**src/rtl/rv32m_pkg.sv**
```systemverilog
// Shared definitions for the RV32M multiply/divide unit.
//   XLEN            datapath width (only 32 is supported)
//   F3_*            funct3 encodings of the eight RV32M operations
//   state_e         sequencer states (IDLE / RUN / DONE)
//   DIV_BY_ZERO_Q   quotient returned for a zero divisor
package rv32m_pkg;

  localparam int XLEN = 32;

  localparam logic [2:0] F3_MUL    = 3'd0;
  localparam logic [2:0] F3_MULH   = 3'd1;
  localparam logic [2:0] F3_MULHSU = 3'd2;
  localparam logic [2:0] F3_MULHU  = 3'd3;
  localparam logic [2:0] F3_DIV    = 3'd4;
  localparam logic [2:0] F3_DIVU   = 3'd5;
  localparam logic [2:0] F3_REM    = 3'd6;
  localparam logic [2:0] F3_REMU   = 3'd7;

  typedef enum logic [1:0] {
    IDLE = 2'd0,
    RUN  = 2'd1,
    DONE = 2'd2
  } state_e;

  localparam logic [XLEN-1:0] DIV_BY_ZERO_Q = '1;

endpackage

```
**src/rtl/rv32m_div_core.sv**
```systemverilog
// One restoring-division iteration on unsigned magnitudes.
// Shifts the next dividend bit (MSB of quo_i) into the partial remainder,
// trial-subtracts the divisor and inserts the resulting quotient bit.
//   rem_i / rem_o       partial remainder before / after the step
//   quo_i / quo_o       dividend-shifting quotient register before / after
//   divisor_i           divisor magnitude
// Only instantiated when RV32M_DIV_EN is defined.
module rv32m_div_core
  import rv32m_pkg::*;
(
  input  logic [XLEN-1:0] rem_i,
  input  logic [XLEN-1:0] quo_i,
  input  logic [XLEN-1:0] divisor_i,
  output logic [XLEN-1:0] rem_o,
  output logic [XLEN-1:0] quo_o
);

  logic [XLEN:0] shifted;
  logic [XLEN:0] diff;

  assign shifted = {rem_i, quo_i[XLEN-1]};
  assign diff    = shifted - {1'b0, divisor_i};

  // Since rem_i < divisor, a set MSB of diff means the trial subtract borrowed.
  always_comb begin
    if (!diff[XLEN]) begin
      rem_o = diff[XLEN-1:0];
      quo_o = {quo_i[XLEN-2:0], 1'b1};
    end else begin
      rem_o = shifted[XLEN-1:0];
      quo_o = {quo_i[XLEN-2:0], 1'b0};
    end
  end

endmodule

```
**src/rtl/rv32m_muldiv_unit.sv**
```systemverilog
// Iterative RV32M multiply/divide unit: 32 shift-add or restoring-divide
// iterations on operand magnitudes, sign fix-up at the end, fixed 33-cycle
// latency from acceptance to the one-cycle done pulse.
// Ports:
//   clk, reset (async, active-low)
//   start, funct3, op_a, op_b, rd_in   request (sampled only in IDLE)
//   busy                               operation in flight (core stall)
//   done, result, rd_out, we_out       writeback, valid while done=1
//   illegal                            divide op in a build without divider
// Build option: define RV32M_DIV_EN to build the divider; otherwise funct3
// 4..7 run the full sequence and complete with illegal=1, result=0, we_out=0.
module rv32m_muldiv_unit
  import rv32m_pkg::*;
(
  input  logic            clk,
  input  logic            reset,
  input  logic            start,
  input  logic [2:0]      funct3,
  input  logic [XLEN-1:0] op_a,
  input  logic [XLEN-1:0] op_b,
  input  logic [4:0]      rd_in,
  output logic            busy,
  output logic            done,
  output logic [XLEN-1:0] result,
  output logic [4:0]      rd_out,
  output logic            we_out,
  output logic            illegal
);

  state_e            state_q, state_d;
  logic [4:0]        cnt_q;
  logic              accept;
  logic              a_neg, b_neg;
  logic [XLEN-1:0]   a_mag, b_mag;
  logic [XLEN-1:0]   mcand_q, hi_q, lo_q;
  logic [2:0]        f3_q;
  logic              neg_q;
  logic [4:0]        rd_q;
  logic [XLEN:0]     mul_sum;
  logic [XLEN-1:0]   step_hi, step_lo;
  logic [2*XLEN-1:0] prod, prod_s;
  logic [XLEN-1:0]   mul_res, div_res, fin_res, res_q;
  logic [4:0]        rd_out_q;
  logic              op_illegal;

  assign accept = (state_q == IDLE) && start;

  // FSM: state register
  always_ff @(posedge clk or negedge reset) begin
    if (!reset) state_q <= IDLE;
    else        state_q <= state_d;
  end

  // FSM: next state
  always_comb begin
    state_d = state_q;
    case (state_q)
      IDLE:    if (start) state_d = RUN;
      RUN:     if (cnt_q == 5'd31) state_d = DONE;
      DONE:    state_d = IDLE;
      default: state_d = IDLE;
    endcase
  end

  // FSM: outputs
  always_comb begin
    busy = (state_q != IDLE);
    done = (state_q == DONE);
  end

  always_ff @(posedge clk or negedge reset) begin
    if (!reset)               cnt_q <= '0;
    else if (accept)          cnt_q <= '0;
    else if (state_q == RUN)  cnt_q <= cnt_q + 5'd1;
  end

  // Operand magnitudes: only the signed flavours negate a set MSB.
  always_comb begin
    a_neg = op_a[XLEN-1] && (funct3 == F3_MULH || funct3 == F3_MULHSU ||
                             funct3 == F3_DIV  || funct3 == F3_REM);
    b_neg = op_b[XLEN-1] && (funct3 == F3_MULH || funct3 == F3_DIV ||
                             funct3 == F3_REM);
    a_mag = a_neg ? -op_a : op_a;
    b_mag = b_neg ? -op_b : op_b;
  end

  // Shift-add multiply step on {hi, lo}; lo starts as the multiplier.
  assign mul_sum = {1'b0, hi_q} + (lo_q[0] ? {1'b0, mcand_q} : '0);

`ifdef RV32M_DIV_EN
  logic            rneg_q, bzero_q;
  logic [XLEN-1:0] opa_q;
  logic [XLEN-1:0] div_rem, div_quo, quo_fix, rem_fix;

  // For divides, hi holds the remainder and lo the dividend/quotient.
  rv32m_div_core u_div_core (
    .rem_i     (hi_q),
    .quo_i     (lo_q),
    .divisor_i (mcand_q),
    .rem_o     (div_rem),
    .quo_o     (div_quo)
  );

  always_ff @(posedge clk) begin
    if (accept) begin
      rneg_q  <= a_neg;
      bzero_q <= (op_b == '0);
      opa_q   <= op_a;
    end
  end

  always_comb begin
    step_hi = f3_q[2] ? div_rem : mul_sum[XLEN:1];
    step_lo = f3_q[2] ? div_quo : {mul_sum[0], lo_q[XLEN-1:1]};
    quo_fix = neg_q  ? -lo_q : lo_q;
    rem_fix = rneg_q ? -hi_q : hi_q;
    if (bzero_q) begin
      quo_fix = DIV_BY_ZERO_Q;
      rem_fix = opa_q;
    end
    div_res    = f3_q[1] ? rem_fix : quo_fix;
    op_illegal = 1'b0;
  end
`else
  always_comb begin
    step_hi    = mul_sum[XLEN:1];
    step_lo    = {mul_sum[0], lo_q[XLEN-1:1]};
    div_res    = '0;
    op_illegal = f3_q[2];
  end
`endif

  // Operand latch and iteration registers (data only, no reset needed).
  always_ff @(posedge clk) begin
    if (accept) begin
      f3_q  <= funct3;
      rd_q  <= rd_in;
      neg_q <= a_neg ^ b_neg;
      hi_q  <= '0;
      if (funct3[2]) begin
        mcand_q <= b_mag;
        lo_q    <= a_mag;
      end else begin
        mcand_q <= a_mag;
        lo_q    <= b_mag;
      end
    end else if (state_q == RUN) begin
      hi_q <= step_hi;
      lo_q <= step_lo;
    end
  end

  always_comb begin
    prod    = {hi_q, lo_q};
    prod_s  = neg_q ? -prod : prod;
    mul_res = (f3_q == F3_MUL) ? prod_s[XLEN-1:0] : prod_s[2*XLEN-1:XLEN];
    fin_res = f3_q[2] ? div_res : mul_res;
  end

  // Writeback hold registers: keep the last result/rd visible after done.
  always_ff @(posedge clk or negedge reset) begin
    if (!reset) begin
      res_q    <= '0;
      rd_out_q <= '0;
    end else if (state_q == DONE) begin
      res_q    <= fin_res;
      rd_out_q <= rd_q;
    end
  end

  assign result  = done ? fin_res : res_q;
  assign rd_out  = done ? rd_q : rd_out_q;
  assign illegal = done && op_illegal;
  assign we_out  = done && (rd_q != 5'd0) && !op_illegal;

endmodule

```
**config.mk**
```make
export PLATFORM = sky130hd
export DESIGN_NAME = rv32m_muldiv_unit
export DESIGN_NICKNAME = d
export VERILOG_FILES = /design/src/rtl/rv32m_pkg.sv /design/src/rtl/rv32m_div_core.sv /design/src/rtl/rv32m_muldiv_unit.sv
export SDC_FILE = /design/constraint.sdc
export NUM_CORES = 1
export LEC_CHECK = 0
export ABC_AREA = 0
export BUFFER_PORTS_ARGS = -buffer_cell sky130_fd_sc_hd__buf_2
export CORE_UTILIZATION = 30
export DETAILED_ROUTE_END_ITERATION = 8
export SETUP_SLACK_MARGIN = 0.1
export SYNTH_ARGS = -nofsm -noshare
export SYNTH_HDL_FRONTEND = slang
export SYNTH_SLANG_ARGS = --single-unit
```
**constraint.sdc**
```tcl
create_clock -name clk -period 3.3 [get_ports clk]
set_input_delay 0.33 -clock clk [delete_from_list [all_inputs] [get_ports clk]]
set_output_delay 0.33 -clock clk [all_outputs]
set_load 0.01 [all_outputs]
```
==> results.json <==
{
  "grt_pass1_wl_um": 57370,
  "globalRouteTotalUtil_pct": 20.20,
  "final_common_cell": "sky130_fd_sc_hd__nand2_1",
  "cpMostUsedCell": "sky130_fd_sc_hd__or3_4",
  "number_of_antenna_violations_at_the_first_check_in_global_routing": 0,
  "asyncSetResetFlopFracSynth_pct": 29.53,
  "drc": 16,
  "area.sequential_mm2": 0.003934,
  "syn-cell-area_mm2": 0.01093,
  "timing.final.max_slew_violations": 0,
  "setup_violations": 30,
  "cpLargestDelayFamily": "simple AND/OR/NAND/NOR gates",
  "netSwitchingPower_mw": 5.129,
  "routed_wl_um": 37810,
  "core_region_area_mm2": 0.03574,
  "cts_inserted_buffers": 17,
  "cts_max_path_buffers": 2,
  "detailedRoute.firstPassIterationCount": 7,
  "mappedNetlistNets": 1405,
  "startpoint": "lo_q[29]",
  "p_comb_share_pct": 54.3,
  "first_iter_violations": 1027,
  "cp_num_buf_inv": 2,
  "ant_nets": 0,
  "io-pin-count": 116,
  "violations": "design-rule violations, negative setup slack",
  "postLayoutSetupSlackWorst_ns": -0.4307,
  "finalWorstPathRequiredPeriod_ns": 3.731,
  "power.internal_mw": 6.488,
  "switching_share_pct": 44.15,
  "worstSetupEndpointType": "primary output",
  "cts_max_level": 4,
  "worst_hold_slack_ns": 0.07223,
  "worst_ep_arrival_time_ns": 3.40,
  "post_route_cells_drive_above_1_share_pct": 23.84,
  "fp.dieW_um": 192.9,
  "status": "finished, violations left",
  "rsz0062_at_grt": "true",
  "floorplan.rows": 69,
  "globalRouteOverflowTotal": 0,
  "synth.area.top_cells": "sky130_fd_sc_hd__edfxtp_1 20%, sky130_fd_sc_hd__dfrtp_1 10%, sky130_fd_sc_hd__dfxtp_1 5.9%",
  "gp_routability_congestion": 0.9621,
  "clock-root-buffer": "sky130_fd_sc_hd__clkbuf_16",
  "synth.ff_latch_count": 149,
  "synth_ff_type": "sky130_fd_sc_hd__edfxtp_1",
  "timing.setup.tns_ns": -7.883,
  "worst_r2r_endpoint": "hi_q[27]",
  "critical_path.reg2reg.startpoint": "lo_q[0]",
  "wire_per_inst_um": 19.39,
  "synthDistinctLibCells": 75,
  "detailedPlacementHpwl_um": 29120,
  "via_count": 10680,
  "grt_pass1_vias": 9979,
  "worstSkewPairLatency_ns": 0.44,
  "synth_warnings": 0,
  "seq_power_share_pct": 27.4,
  "detailroute.wirelength.met2_um": 16140,
  "p_total_mw": 11.62,
  "met3WireLength_um": 2506,
  "timing_worst_slew_pin_value_ns": 1.029,
  "timing.critical_path.slowest_stage_cell": "sky130_fd_sc_hd__or4b_4",
  "hp-class": "in2async",
  "mostFrequentLayoutCells": "155 x sky130_fd_sc_hd__nand2_1, 114 x sky130_fd_sc_hd__buf_2, 111 x sky130_fd_sc_hd__a21oi_1, 110 x sky130_fd_sc_hd__buf_4, 106 x sky130_fd_sc_hd__nor2_1",
  "fp.dieArea_mm2": 0.03721,
  "worst_setup_sp_type": "register",
  "syn_area_per_cell_um2": 8.463,
  "irDropWorstVdd_mv": 0.3923,
  "maxCapViolCount": 0,
  "leakagePower_nw": 5.835,
  "worst-r2r-setup-slack_ns": 0.19,
  "routed_vias_inst": 5.477,
  "final.fill_count": 3638,
  "min_period_over_period_pct": 113.1,
  "setup.worst_path.class": "reg2out",
  "synth_largest_type_area_fraction_pct": 20.05,
  "clk_pin_slew_worst_paths_ns": 0.08,
  "initial_core_utilization_pct": 30.59,
  "reg2regPathDepth": 12,
  "worst_clock_skew_ns": 0.01653,
  "grt_max_degree": 75,
  "critPathRequiredTime_ns": 2.97,
  "synth_seq_area_share_pct": 35.98,
  "power_density_mw_per_mm2": 834.6,
  "fmaxAchievable_mhz": 268.0,
  "numClockSinks": 149,
  "place.port_buffers": 115,
  "slew_headroom_pct": 31.37,
  "multi_input_area_mm2": 0.007107,
  "cell_type_with_the_highest_aggregate_area_in_the_netlist": "sky130_fd_sc_hd__edfxtp_1",
  "met1_routed_length_um": 18690,
  "critical-path-max-stage-delay_ns": 0.50,
  "route.top_layer_used": "met4",
  "crit_path_cell_trace": "or3_4 > or4b_4 > or3_4 > buf_4 > o41ai_2 > xor2_1 > nand2_1 > a32o_2 > buf_2",
  "areaGrowthSynthToFinish_pct": 27.30,
  "critical_path.max_fanout": 7,
  "nets": 1589,
  "synthCells": 1292,
  "insertedDiodeCount": 0,
  "die_y_um": 192.9,
  "synth-edff-count": 73,
  "relative_contribution_of_the_clock_network_to_total_power_pct": 18.2,
  "finalHoldViolations": 0,
  "cts_tree": "yes"
}
[worst register-to-register path, stage by stage (launching register included)]
cell and delay [ns]:
sky130_fd_sc_hd__edfxtp_1 0.46, sky130_fd_sc_hd__buf_4 0.18, sky130_fd_sc_hd__buf_12 0.15, sky130_fd_sc_hd__and2_1 0.20, sky130_fd_sc_hd__ha_1 0.30, sky130_fd_sc_hd__a21oi_1 0.23, sky130_fd_sc_hd__o21ai_0 0.23, sky130_fd_sc_hd__a2111oi_1 0.46
sky130_fd_sc_hd__nand3_2 0.16, sky130_fd_sc_hd__a311oi_2 0.25, sky130_fd_sc_hd__buf_4 0.16, sky130_fd_sc_hd__xor2_1 0.13, sky130_fd_sc_hd__o21ai_0 0.08
[registers in the layout, indices dropped and copies added (netlist names)]
register  count
f3_q          3
cnt_q         5
rd_out_q      5
mcand_q      32
rd_q          5
res_q        32
hi_q         32
state_q       2
neg_q         1
lo_q         32
[synthesized netlist by cell type, types with 20 or more instances]
cell type	n
sky130_fd_sc_hd__o21ai_0	100
sky130_fd_sc_hd__o31ai_1	20
sky130_fd_sc_hd__a21oi_1	113
sky130_fd_sc_hd__edfxtp_1	73
sky130_fd_sc_hd__clkbuf_1	58
sky130_fd_sc_hd__dfxtp_1	32
sky130_fd_sc_hd__xor2_1	72
sky130_fd_sc_hd__and2_1	42
sky130_fd_sc_hd__ha_1	37
sky130_fd_sc_hd__inv_1	27
sky130_fd_sc_hd__a21o_1	22
sky130_fd_sc_hd__xnor2_1	69
sky130_fd_sc_hd__nor2_1	106
sky130_fd_sc_hd__nand3_1	32
sky130_fd_sc_hd__nor3_1	32
sky130_fd_sc_hd__o221ai_1	20
sky130_fd_sc_hd__nand2_1	156
sky130_fd_sc_hd__dfrtp_1	44
[area by class of cell]
type	count	share of cell area [%]
tap	461	4.144
inverter	29	0.7820
timing repair buffer	235	11.24
multi-input combinational	1044	51.06
clock inverter	15	1.465
clock buffer	17	3.056
sequential	149	28.26
[how the worst max path moves through the flow]
stage,to,slack [ns],cells past startpoint
6_report,result[26],-0.43,9
5_1_grt,result[22],-0.51,9
2_1_floorplan,hi_q[29],0.19,12
3_3_place_gp,result[26],-0.03,9
4_1_cts,result[17],-0.47,8
3_5_place_dp,result[26],-0.04,9
[kinds of logic (layout without fill, tap and decap cells)]
kind of cell	Yosys count	in the layout	synth area share, %
and+or+nand+nor	474	474	21.08
adders and majority gates	38	38	4.417
AOI/OAI and AO/OA	377	377	22.42
DFF	149	149	35.98
buffers and inverters	99	296	3.502
muxes	14	14	1.316
xor gates and xnor gates	141	141	11.29
[power groups by stage]
stage	Sequential, mW	Clock [mW]	Combinational (mW)
3_5_place_dp	3.17	0	5.86
4_1_cts	3.15	2.14	5.97
6_report	3.19	2.12	6.31
3_3_place_gp	3.15	0	5.81
5_1_grt	3.25	2.21	6.86
2_1_floorplan	3.17	0	3.58
[layer usage]
metal | vias to the layer above | track usage [%]
met2 | 444 | 29.96
li1 | 5118 | -
met5 | - | 0
met3 | 42 | 2.419
met1 | 5077 | 30.66
met4 | 0 | 4.898
[metrics by stage]
step / cell area (µm²) / setup WS (ns) / utilization, % / instances
6_report: 13920 / -0.4307 / 38.94 / 1950
5_1_grt: 13920 / -0.5116 / 38.94 / 1950
4_1_cts: 13530 / -0.4675 / 37.86 / 1941
3_5_place_dp: 12610 / -0.04319 / 35.28 / 1898
3_3_place_gp: 12610 / -0.03096 / 35.28 / 1898
2_1_floorplan: 10930 / 0.1927 / - / 1292
[timing repair]
action / 4_1_cts / 5_1_grt
buffers inserted: 11 / 9
gates cloned: 0 / 0
endpoints found under the setup margin: 36 / 47
pin swaps: 26 / 29
hold buffers: 0 / 0
gates resized for setup: 53 / 59
Power figures use the tool's default switching activity.
